File: src/rtl/counter_read_ctrl_if.sv
// Read-side bus of the counters sequencer: requester handshake plus the shared
// counters read port. The controller uses the master modport.
interface counter_read_ctrl_if #(
    parameter int NREQ  = 2,
    parameter int IDX_W = 3,
    parameter int CNT_W = 5
);
    logic [NREQ-1:0]       rd_req;
    logic [NREQ*IDX_W-1:0] rd_idx;
    logic [NREQ-1:0]       rd_gnt;
    logic [NREQ-1:0]       rd_valid;
    logic [CNT_W-1:0]      rd_data;
    logic                  rd_err;
    logic                  cnt_req;
    logic [IDX_W-1:0]      cnt_idx;
    logic [CNT_W-1:0]      counts;

    modport master (
        input  rd_req, rd_idx, counts,
        output rd_gnt, rd_valid, rd_data, rd_err, cnt_req, cnt_idx
    );

    modport slave (
        output rd_req, rd_idx, counts,
        input  rd_gnt, rd_valid, rd_data, rd_err, cnt_req, cnt_idx
    );
endinterface

File: src/rtl/counter_read_ctrl.sv
// Counters sequencer (RESET/INIT/IDLE/ACTIVE) and round-robin arbiter sharing
// the single counters read port among NREQ requesters.
module counter_read_ctrl #(
    parameter int NREQ    = 2,
    parameter int NUM_CNT = 5,
    parameter int IDX_W   = 3,
    parameter int CNT_W   = 5
) (
    input  logic                clk,
    input  logic                reset_L,
    input  logic                init,
    input  logic                fifo_empty,
    counter_read_ctrl_if.master bus,
    output logic [3:0]          state,
    output logic                idle
);

    localparam int PTR_W = (NREQ > 1) ? $clog2(NREQ) : 1;
    localparam logic [NREQ-1:0] ONE = NREQ'(1);

    localparam logic [3:0] S_RESET  = 4'b0001;
    localparam logic [3:0] S_INIT   = 4'b0010;
    localparam logic [3:0] S_IDLE   = 4'b0100;
    localparam logic [3:0] S_ACTIVE = 4'b1000;

    logic [3:0]       state_q, state_d;
    logic [PTR_W-1:0] ptr_q, ptr_d;
    logic [NREQ-1:0]  rd_gnt_q, rd_gnt_d;
    logic [NREQ-1:0]  rd_valid_q, rd_valid_d;
    logic             cnt_req_q, cnt_req_d;
    logic [IDX_W-1:0] cnt_idx_q, cnt_idx_d;
    logic             wait_q, wait_d;
    logic             err_q, err_d;
    logic             rd_err_q, rd_err_d;
    logic [CNT_W-1:0] rd_data_q, rd_data_d;

    logic [PTR_W-1:0] winner;
    logic [PTR_W-1:0] cand;
    logic [IDX_W-1:0] win_idx;
    logic             idx_bad;
    logic             grant_en;

    // ---------------- sequencer FSM ----------------
    always_ff @(posedge clk or negedge reset_L) begin
        if (!reset_L) state_q <= S_RESET;
        else          state_q <= state_d;
    end

    always_comb begin
        state_d = state_q;
        case (state_q)
            S_RESET:  state_d = S_INIT;
            S_INIT:   if (!init) state_d = S_IDLE;
            S_IDLE:   if (init) state_d = S_INIT;
                      else if (!fifo_empty) state_d = S_ACTIVE;
            S_ACTIVE: if (init) state_d = S_INIT;
                      else if (fifo_empty) state_d = S_IDLE;
            default:  state_d = S_RESET;
        endcase
    end

    always_comb begin
        state = state_q;
        idle  = (state_q == S_IDLE);
    end

    // ---------------- round-robin arbiter ----------------
    // Scan downwards so the requester closest after the pointer is the last hit.
    always_comb begin
        winner = ptr_q;
        cand   = '0;
        for (int k = NREQ; k >= 1; k--) begin
            cand = PTR_W'((int'(ptr_q) + k) % NREQ);
            if (bus.rd_req[cand]) winner = cand;
        end
    end

    assign win_idx = bus.rd_idx[winner*IDX_W +: IDX_W];
    assign idx_bad = (int'(win_idx) >= NUM_CNT);

    // Grant only if the FSM also stays in IDLE across this edge; a read slot is
    // free again on the edge that captures the previous read's data.
    assign grant_en = (state_q == S_IDLE) && !init && fifo_empty &&
                      (rd_gnt_q == '0) && (|bus.rd_req);

    always_comb begin
        ptr_d      = ptr_q;
        cnt_idx_d  = cnt_idx_q;
        err_d      = err_q;
        rd_data_d  = rd_data_q;
        rd_gnt_d   = '0;
        cnt_req_d  = 1'b0;
        rd_valid_d = '0;
        rd_err_d   = 1'b0;
        wait_d     = |rd_gnt_q;

        // ptr_q still names the winner of the read whose data arrives now.
        if (wait_q) begin
            rd_valid_d = ONE << ptr_q;
            rd_err_d   = err_q;
            rd_data_d  = err_q ? '0 : bus.counts;
        end

        if (grant_en) begin
            ptr_d     = winner;
            rd_gnt_d  = ONE << winner;
            cnt_idx_d = win_idx;
            err_d     = idx_bad;
            cnt_req_d = !idx_bad;
        end
    end

    always_ff @(posedge clk or negedge reset_L) begin
        if (!reset_L) begin
            ptr_q      <= PTR_W'(NREQ - 1);
            rd_gnt_q   <= '0;
            rd_valid_q <= '0;
            cnt_req_q  <= 1'b0;
            cnt_idx_q  <= '0;
            wait_q     <= 1'b0;
            err_q      <= 1'b0;
            rd_err_q   <= 1'b0;
            rd_data_q  <= '0;
        end else begin
            ptr_q      <= ptr_d;
            rd_gnt_q   <= rd_gnt_d;
            rd_valid_q <= rd_valid_d;
            cnt_req_q  <= cnt_req_d;
            cnt_idx_q  <= cnt_idx_d;
            wait_q     <= wait_d;
            err_q      <= err_d;
            rd_err_q   <= rd_err_d;
            rd_data_q  <= rd_data_d;
        end
    end

    assign bus.rd_gnt   = rd_gnt_q;
    assign bus.rd_valid = rd_valid_q;
    assign bus.rd_data  = rd_data_q;
    assign bus.rd_err   = rd_err_q;
    assign bus.cnt_req  = cnt_req_q;
    assign bus.cnt_idx  = cnt_idx_q;

endmodule

File: src/flat_wrapper.sv
// flat-port wrapper written by rule: the top's interface ports become plain ports
module counter_read_ctrl_flat 
#(
    parameter int NREQ    = 2,
    parameter int NUM_CNT = 5,
    parameter int IDX_W   = 3,
    parameter int CNT_W   = 5
)
  (clk, reset_L, init, fifo_empty, state, idle, bus_rd_req, bus_rd_idx, bus_counts, bus_rd_gnt, bus_rd_valid, bus_rd_data, bus_rd_err, bus_cnt_req, bus_cnt_idx);
  counter_read_ctrl_if #(.NREQ(NREQ), .IDX_W(IDX_W), .CNT_W(CNT_W)) bus_i ();
  input  logic clk;
  input  logic reset_L;
  input  logic init;
  input  logic fifo_empty;
  output logic [3:0] state;
  output logic idle;
  input wire logic [$bits(bus_i.rd_req)-1:0] bus_rd_req;
  input wire logic [$bits(bus_i.rd_idx)-1:0] bus_rd_idx;
  input wire logic [$bits(bus_i.counts)-1:0] bus_counts;
  output wire logic [$bits(bus_i.rd_gnt)-1:0] bus_rd_gnt;
  output wire logic [$bits(bus_i.rd_valid)-1:0] bus_rd_valid;
  output wire logic [$bits(bus_i.rd_data)-1:0] bus_rd_data;
  output wire logic [$bits(bus_i.rd_err)-1:0] bus_rd_err;
  output wire logic [$bits(bus_i.cnt_req)-1:0] bus_cnt_req;
  output wire logic [$bits(bus_i.cnt_idx)-1:0] bus_cnt_idx;
  assign bus_i.rd_req = bus_rd_req;
  assign bus_i.rd_idx = bus_rd_idx;
  assign bus_i.counts = bus_counts;
  assign bus_rd_gnt = bus_i.rd_gnt;
  assign bus_rd_valid = bus_i.rd_valid;
  assign bus_rd_data = bus_i.rd_data;
  assign bus_rd_err = bus_i.rd_err;
  assign bus_cnt_req = bus_i.cnt_req;
  assign bus_cnt_idx = bus_i.cnt_idx;
  counter_read_ctrl #(.NREQ(NREQ), .NUM_CNT(NUM_CNT), .IDX_W(IDX_W), .CNT_W(CNT_W)) u_core (.clk(clk), .reset_L(reset_L), .init(init), .fifo_empty(fifo_empty), .bus(bus_i), .state(state), .idle(idle));
endmodule
File: config.mk
export PLATFORM = sky130hd
export DESIGN_NAME = counter_read_ctrl_flat
export DESIGN_NICKNAME = d
export VERILOG_FILES = /design/src/rtl/counter_read_ctrl_if.sv /design/src/rtl/counter_read_ctrl.sv /design/src/flat_wrapper.sv
export SDC_FILE = /design/constraint.sdc
export NUM_CORES = 1
export LEC_CHECK = 0
export ABC_AREA = 0
export ABC_CLOCK_PERIOD_IN_PS = 1660
export CAP_MARGIN = 25
export CORE_ASPECT_RATIO = 0.7
export CORE_UTILIZATION = 41
export CTS_BUF_LIST = sky130_fd_sc_hd__clkbuf_16
export DETAILED_ROUTE_END_ITERATION = 7
export GPL_TIMING_DRIVEN = 0
export PLACE_DENSITY = 0.77
export SLEW_MARGIN = 10
export SYNTH_ARGS = -nofsm -noshare
export SYNTH_HDL_FRONTEND = slang
export SYNTH_SLANG_ARGS = --single-unit
File: constraint.sdc
create_clock -name clk -period 1.66 [get_ports clk]
set_input_delay 0.498 -clock clk [delete_from_list [all_inputs] [get_ports clk]]
set_output_delay 0.498 -clock clk [all_outputs]
set_load 0.005 [all_outputs]
# After elaboration in Yosys (flattened, before gate mapping)
# Index checks and enable logic that the tools add are counted.
# classes
n_mux	17
n_addsub	2
mul	1
magnitude_cmp	3
eq_ne	7
reduce_logical	10
shift	3
# ops
op	n
two-way mux 4 bit	5
one-hot mux 4 bit (4 select lines)	1
two-way mux 1 bit	8
!= test 3 bit, second input constant	2
variable part select 6 x 4 -> 3 bit	1
two-way mux 5 bit	1
== test 4 x 1 -> 1 bit, second input constant	1
== test 4 x 2 -> 1 bit, second input constant	1
== test 4 x 3 -> 1 bit, second input constant	1
== test 4 bit, second input constant	1
logical AND 1 bit	4
less-than comparator 1 x 2 -> 1 bit, second input constant	2
two-way mux 2 bit	2
OR reduction 2 bit	2
left shift 1 x 1 -> 2 bit, first input constant	2
>= comparator 3 bit, second input constant	1
multiplier 1 x 2 -> 3 bit, second input constant	1
AND reduction 3 bit	1
adder 1 bit, second input constant	2
zero test 1 bit	2
zero test 2 bit	1
!= test 2 bit, second input constant	1
# totals
regBits	21
elab_cells	53
output_inout_bits	19
inputBits	17

# Logic depth before layout (Yosys ltp)
# Gate-level depths: netlist of the first run.
# depth
depth_word	10
depth_mapped	4
depth_no_buf	4

# Worst setup path before layout of the first run
# OpenSTA, ideal clock, no wires.
# synth_timing
path_kind	reg-to-reg
from	register u_core.state_q[3], in the netlist u_core.state[3]
to	register u_core.err_q
required_ps	1535
synth_period_minus_slack_ps	1406
n_path_buf	0
path_stages_with_launch	4
setup_slack_ps	254
arrival_time_ps	1281
setup_time_ps	125
cell_sequence	dfrtp_1 > and4bb_2 > o2111ai_4 > mux2_4
# synth_via
elab_chain_len	5
# synth_rtl
item	line	source
start, declared	counter_read_ctrl.sv:26	logic [3:0] state_q, state_d;
start signal, assigned	counter_read_ctrl.sv:46	else state_q <= state_d;
== test 4 x 3 -> 1 bit	counter_read_ctrl.sv:83	assign grant_en = (state_q == S_IDLE) && !init && fifo_empty &&
logical AND 1 bit (3 in a row)	counter_read_ctrl.sv:83	
logical AND 1 bit	counter_read_ctrl.sv:84	(rd_gnt_q == '0) && (|bus.rd_req);
end signal, assigned	counter_read_ctrl.sv:131	err_q <= err_d;
end, declared	counter_read_ctrl.sv:33	logic err_q, err_d;
# No other way between the ends.
# A chain may end at the register's enable or synchronous reset.

# Final worst setup path of the first run
# layout_timing
from	register u_core.state_q[2], in the netlist u_core.state[2]
to	output port state[2]
# layout_lines
item	line	source
end, declared	flat_wrapper.sv:15	output logic [3:0] state;
# No word-level cell between the ends.

==> metrics.md, run 1 <==
| Metric | Value |
|---|---|
| Outcome | finished with violations |
| Failing checks | design-rule violations |
| Critical-path top delay cell | clkdlybuf4s50_1 |
| Clk Latency, worst-skew pair | 0.25 ns |
| Pin count of the biggest net entering global routing | 22 |
| Reg2reg setup slack | 0.10 ns |
| Worst-Margin Slew | 0.929 ns |
| CTS tree | yes |
| Die area | 0.00237 mm^2 |
| Chip height | between 40 and 50 um |
| I/O pins | 36 |
| Reg2Reg Launch Point | u_core.state[3] |
| Synth Area per Inst | 11.0 um^2 |
| Seq/Total Area, Yosys | 0.591 |
| TritonCTS Buffers | 3 |
| # nets final | 145 |
| Vias/cell | a little under 5 |
| GP Congestion | just under 0.8 |
| Cells along the critical path | clkdlybuf4s50_1 |
| Crit path time final | 1.64 ns |
| Htree depth | 1 |
| Vias in the first global route | 621 |
| PortBufs | 35 |
| First-pass GRT wire length | 2910 um |
| GRT overflow | 0 |
| Critical path endpoint | state[2] |
| Number of remaining DRC errors | 1 |
| DP Cell Count | roughly 140 |
| Row Count | 13 |
| Layout Skew | between 0.002 and 0.003 ns |
| Worst Path Buf+Inv | 1 |
| Drt initial violations | 11 |
| ANT cells | 0 |
| CORE AREA | between 0.0015 and 0.002 mm^2 |
| Worst endpoint required time | approximately 1.2 ns |
| Tcrit/Tclk final | 0.986 |
| Synthesis-to-layout area growth | 59.2% |
| Worst reg2reg path depth | 4 |
| Final hold slack | roughly 0.49 ns |
| DP HPWL | 1390 um |
| Initial antenna violation count | 0 |
| RSZ-0062 raised after global routing | no |
| Hold Path Class | register to register |
| Synth Instances | 81 |
| Final WL | 1940 um |
| DRT antenna net count | 0 |
| Crit path max fanout | 4 |
| Total Power Consumption | 0.00199 W |
| Max_slew headroom | 0.379 |
| CTS clk-pin slew, worst paths | 0.05 ns |
| Worst R2R End | u_core.err_q |
| Synthesized flop and latch total | 21 |
| Critical path depth in cells | 1 |
| Non-Filler Instances | 149 |
| Pins Over Slew Limit | 0 |
| DR pass1 iterations | 6 |
| Root Buffer | clkbuf_16 |
| Via count | 738 |
| Total track usage | 0.176 |
| Fmax | 611 MHz |
| P_leak | 0.670 nW |
| Unique masters post-synth | 23 |
| CP top delay family | buffers and inverters |
| Setup CP Type | register to output pin |
| Syn Std Cell Area | around 890 um^2 |
| Clock buffer depth | 2 |
| PwrDens | roughly 1400 mW/mm^2 |
| Final hold violation count | 0 |
| CTS Hold Bufs | 0 |
| Arr. time, crit path | roughly 1.1 ns |
| WL/cell | 13.0 um |
| Startpoint types | register |
| Die Wd | between 50 and 60 um |
| Layout cells sized above 1 | 0.197 |
| # setup viols final | 0 |
| Clk sinks | 21 |
| Critical Path Sink Type | output pin |
| Synth warnings | 0 |
| Post-Syn Nets | between 90 and 100 |
| Maximum vdd drop | between 0.0007 and 0.0008 V |
| Sum of negative setup slack | 0 ns |
| MaxCap Viol Count | 0 |
| CP Launch Point | u_core.state[2] |
| Slowest cell delay on critical path | approximately 0.5 ns |
| Starting Density | 0.458 |
[per-layer routing]
metal | wire (um) | vias to the layer above | track usage
met5 | 0 | - | 0
met4 | 0 | 0 | 0.0357
met3 | 77 | 0 | 0.0473
met2 | 932 | 18 | 0.311
met1 | 925 | 352 | 0.224
li1 | - | 368 | -
[registers in the layout, indices dropped and copies added (netlist names), 2 cells and up]
signal and cells:
u_core.bus.cnt_idx 3, u_core.bus.rd_data 5, u_core.bus.rd_gnt 2, u_core.bus.rd_valid 2
u_core.state 4
[worst min path at each step]
stage	cells after the start	startpoint	to
floorplan	0	reset_L	u_core.bus.cnt_idx[0]
global placement	2	u_core.bus.cnt_idx[1]	u_core.bus.cnt_idx[1]
detailed placement	2	u_core.bus.cnt_idx[2]	u_core.bus.cnt_idx[2]
CTS	2	u_core.bus.cnt_idx[2]	u_core.bus.cnt_idx[2]
global route	2	u_core.bus.cnt_idx[2]	u_core.bus.cnt_idx[2]
finish	2	u_core.bus.cnt_idx[2]	u_core.bus.cnt_idx[2]
[cells in the mapped netlist, drive strengths merged]
library cell	number	share of area
a21o	2	0.018
xor2	1	0.0098
o21ai	12	0.071
mux2	2	0.029
o22ai	1	0.0070
nand2	11	0.046
mux2i	4	0.045
clkbuf	1	0.0042
and4bb	1	0.014
nor3	1	0.0056
and2	2	0.014
nor2b	2	0.014
dfrtp	19	0.53
o21a	1	0.0084
nor4b	2	0.020
o2111ai	2	0.039
inv	7	0.029
nor2	8	0.034
dfstp	2	0.059
[what timing repair did]
item                                    CTS  global route
resized for setup                        11             5
endpoints found under the setup margin    7             7
buffers inserted                          6             1
cloned                                    0             0
pin swaps                                 2             1
endpoints found under the hold margin     0             0
[placed cells by master, fill, tap and decap left out, types with 3 or more instances in the layout]
master           count
clkdlybuf4s50_1     29
dfrtp_1             16
nand2_1             11
o21ai_0             11
inv_1                8
nor2_1               7
buf_4                6
dlygate4sd2_1        4
mux2i_1              3
clkbuf_16            3
dfrtp_2              3
[kinds of logic (layout without fill, tap and decap cells)]
family                 count (synthesis)  count (layout)  share of synthesized area
AO/OA/AOI/OAI                         18              18                      0.144
buffers and inverters                  8              54                     0.0336
AND/OR/NAND/NOR                       27              27                      0.147
multiplexers                           6               6                     0.0742
flip-flops                            21              21                      0.591
XOR/XNOR                               1               1                    0.00981
[report_power, final]
part	internal [W]	switching (W)	leakage (nW)	total [W]
registers	0.000684	0.000112	0.258	0.000796
logic	0.000435	0.000274	0.369	0.000709
clock network	0.000320	0.000164	0.0423	0.000484
total	0.00144	0.000549	0.670	0.00199
[final cells by class]
| cell class | count | area, um^2 |
|---|---|---|
| Fill cell | 142 | 529 |
| Inverter | 7 | 26.3 |
| Buffer | 1 | 3.75 |
| Sequential cell | 21 | 532 |
| Timing Repair Buffer | 42 | 399 |
| Tap cell | 22 | 27.5 |
| Multi-Input combinational cell | 52 | 355 |
| Clock inverter | 1 | 3.75 |
| Clock buffer | 3 | 75.1 |
[per-stage QoR]
| stage | util | setup WS, ns | cell area, um^2 |
|---|---|---|---|
| after global routing | 0.729 | 0.00139 | 1420 |
| after detailed placement | 0.651 | -0.327 | 1270 |
| after floorplan | - | 0.254 | 893 |
| after global placement | 0.651 | -0.287 | 1270 |
| after CTS | 0.722 | 0.000890 | 1410 |
| final | 0.729 | 0.0237 | 1420 |
Power figures use the tool's default switching activity.
==> run 2: changes to the inputs <==
CTS_BUF_LIST = default   (was sky130_fd_sc_hd__clkbuf_16)
==> metrics.md, run 2 (synthesis results as in run 1) <==
| Metric | Value |
|---|---|
| Outcome | finished with violations |
| Failing checks | design-rule violations |
| Fmax | 614 MHz (+0.47%) |
| Most common cell after layout, fill and taps aside | clkdlybuf4s50_1 |
| Reg2reg setup slack | 0.08 ns (-0.02 ns) |
| Initial antenna violation count | 0 (unchanged) |
| MaxCap Viol Count | 0 (unchanged) |
| Chip height | 41.1 um (unchanged) |
| ANT cells | 0 (unchanged) |
| WL/cell | 13.3 um (+2.7%) |
| Pins Over Slew Limit | 0 (unchanged) |
| First-pass GRT wire length | 2940 um (+0.96%) |
| Vias/cell | 4.88 (-1.4%) |
| RSZ-0062 raised after global routing | yes |
| Crit path time final | 1.63 ns (-0.00758 ns) |
| Htree depth | 1 (unchanged) |
| Max reg flops | 5 (unchanged) |
| Clock network power share | 0.137 (-0.106) |
| Clock buffer depth | 2 (unchanged) |
| Hold Path Class | input pin to register |
| Final hold violation count | 0 (unchanged) |
| DP HPWL | 1390 um (unchanged) |
| Flop pwr share | 0.451 (+0.051) |
| Layout cells sized above 1 | 0.233 (+0.0362) |
| Slowest cell delay on critical path | 0.51 ns (about the same) |
| Vias in the first global route | 656 (+5.6%) |
| Die area | 0.00237 mm^2 (unchanged) |
| Finished Core Util | 0.726 (-0.00321) |
| Max_slew headroom | 0.389 (+0.00997) |
| TritonCTS Buffers | 3 (unchanged) |
| Clk sinks | 21 (unchanged) |
| Layout Skew | 0.00683 ns (+0.00390 ns) |
| Logic gate share of total power | 0.412 (+0.056) |
| CTS tree | yes |
| Finished Cell Area | 0.00142 mm^2 (-0.44%) |
| Internal power | 0.00120 W (-17%) |
| Worst Hold Launch | fifo_empty |
| Reg2Reg Launch Point | u_core.state[3] |
| Die Wd | 57.8 um (unchanged) |
| PwrDens | 1230 mW/mm^2 (-12%) |
| Starting Density | 0.458 (unchanged) |
| Critical-path top delay cell | clkdlybuf4s50_1 |
| Startpoint types | input pin |
| Arr. time, crit path | 1.82 ns (+0.68 ns) |
| Sw Pwr | 0.000546 W (-0.69%) |
| Via count | 757 (+2.6%) |
| PortBufs | 35 (unchanged) |
| I/O pins | 36 (unchanged) |
| CP Launch Point | bus_rd_req[1] |
| Switching share of power | 0.313 (+0.0366) |
| Worst reg2reg path depth | 4 (unchanged) |
| Total track usage | 0.174 (-0.00132) |
| Worst-Margin Slew | 0.914 ns (-0.0149 ns) |
| Post-Place Cell Area | 0.00127 mm^2 (unchanged) |
| Non-Filler Instances | 155 (+4.0%) |
| Hold Path Sink | u_core.state[3] |
| Pin count of the biggest net entering global routing | 22 (unchanged) |
| Cells along the critical path | clkdlybuf4s50_1, o21ai_2, mux2i_1, mux2_4 |
| Final WL | 2070 um (+6.9%) |
| GP Congestion | 0.793 (unchanged) |
| # nets final | 151 (+4.1%) |
| Fillcell total | 146 (+2.8%) |
| DP Cell Count | 138 (unchanged) |
| Total Power Consumption | 0.00174 W (-12%) |
| Setup CP Type | input pin to register |
| Clk Latency, worst-skew pair | 0.30 ns (+0.05 ns) |
| P_leak | 0.754 nW (+13%) |
| # setup viols final | 0 (unchanged) |
| Root Buffer | clkbuf_4 |
| Row Count | 13 (unchanged) |
| Hold depth | 2 (unchanged) |
| Maximum vdd drop | 0.000700 V (-6.5%) |
| Worst endpoint required time | 1.85 ns (+0.69 ns) |
| DRT antenna net count | 0 (unchanged) |
| Synthesis-to-layout area growth | 58.5% |
| Critical Path Sink Type | register |
| DR pass1 iterations | 5 (-1) |
| Worst R2R End | u_core.err_q |
| Most frequent cells in the layout | clkdlybuf4s50_1, dfrtp_1, nand2_1, o21ai_0 |
| Drt initial violations | 9 (-2) |
| Number of remaining DRC errors | 1 (unchanged) |
| CTS clk-pin slew, worst paths | 0.11 ns (+0.06 ns) |
| Crit path max fanout | 6 (+2) |
| Tcrit/Tclk final | 0.981 (-0.00457) |
| CORE AREA | 0.00195 mm^2 (unchanged) |
| GRT overflow | 0 (unchanged) |
| Sum of negative setup slack | 0 ns (unchanged) |
## run 2: cell types whose count changed in the layout (fill, tap and decap cells not counted), moves of 3 or more
cell,change
dlymetal6s2s_1,+5
buf_6,+3
clkbuf_16,-3
clkdlybuf4s50_1,-12
buf_4,+3
clkbuf_4,+3
dlygate4sd2_1,+5
## run 2: layout make-up
cell class              count  area (um^2)  area share
flip-flops and latches     21          532       0.375
repair buffers             48          457       0.322
multi-input cells          52          344       0.243
well taps                  22         27.5      0.0194
clock buffers               4         26.3      0.0186
inverters                   7         26.3      0.0186
plain buffers               1         3.75     0.00265
## run 2: what timing repair did
action                     in CTS  in global routing
setup endpoints to repair      14                 10
buffers inserted                7                  6
pin swaps                       0                  1
hold buffers                    0                  0
resized for setup              19                 14
## run 2: power by group through the flow
stage	Clock (W)	Combinational [W]	Sequential (W)
6_report	0.000239	0.000719	0.000786
5_1_grt	0.000266	0.000786	0.000813
4_1_cts	0.000245	0.000649	0.000778
3_5_place_dp	0	0.000628	0.000810
3_3_place_gp	0	0.000612	0.000804
2_1_floorplan	0	0.000254	0.000806
## run 2: how the worst max path moves through the flow
stage	to	slack, ns
after floorplan	u_core.err_q	0.25
after global placement	u_core.err_q	-0.29
after detailed placement	u_core.err_q	-0.33
after CTS	state[3]	-0.004
after global routing	idle	-0.02
final	u_core.err_q	0.03
## run 2: worst max-delay path: cells and delay by family
family,cells,cell delay (ns)
AO/OA/AOI/OAI,1,0.38
multiplexers,2,0.43
buffers and inverters,1,0.51
## run 2: metrics by stage
stage	hold slack, ns	worst slack (ns)
after floorplan	0.202	0.254
after global placement	0.474	-0.287
after detailed placement	0.477	-0.327
after CTS	0.502	-0.00352
after global routing	0.424	-0.0184
final	0.419	0.0313
## run 2: per-layer routing
layer	up-vias	GRT usage	wire length, um
li1	375	-	-
met4	0	0.0179	0
met1	360	0.229	987
met3	0	0.0568	92
met5	-	0	0
met2	22	0.299	987
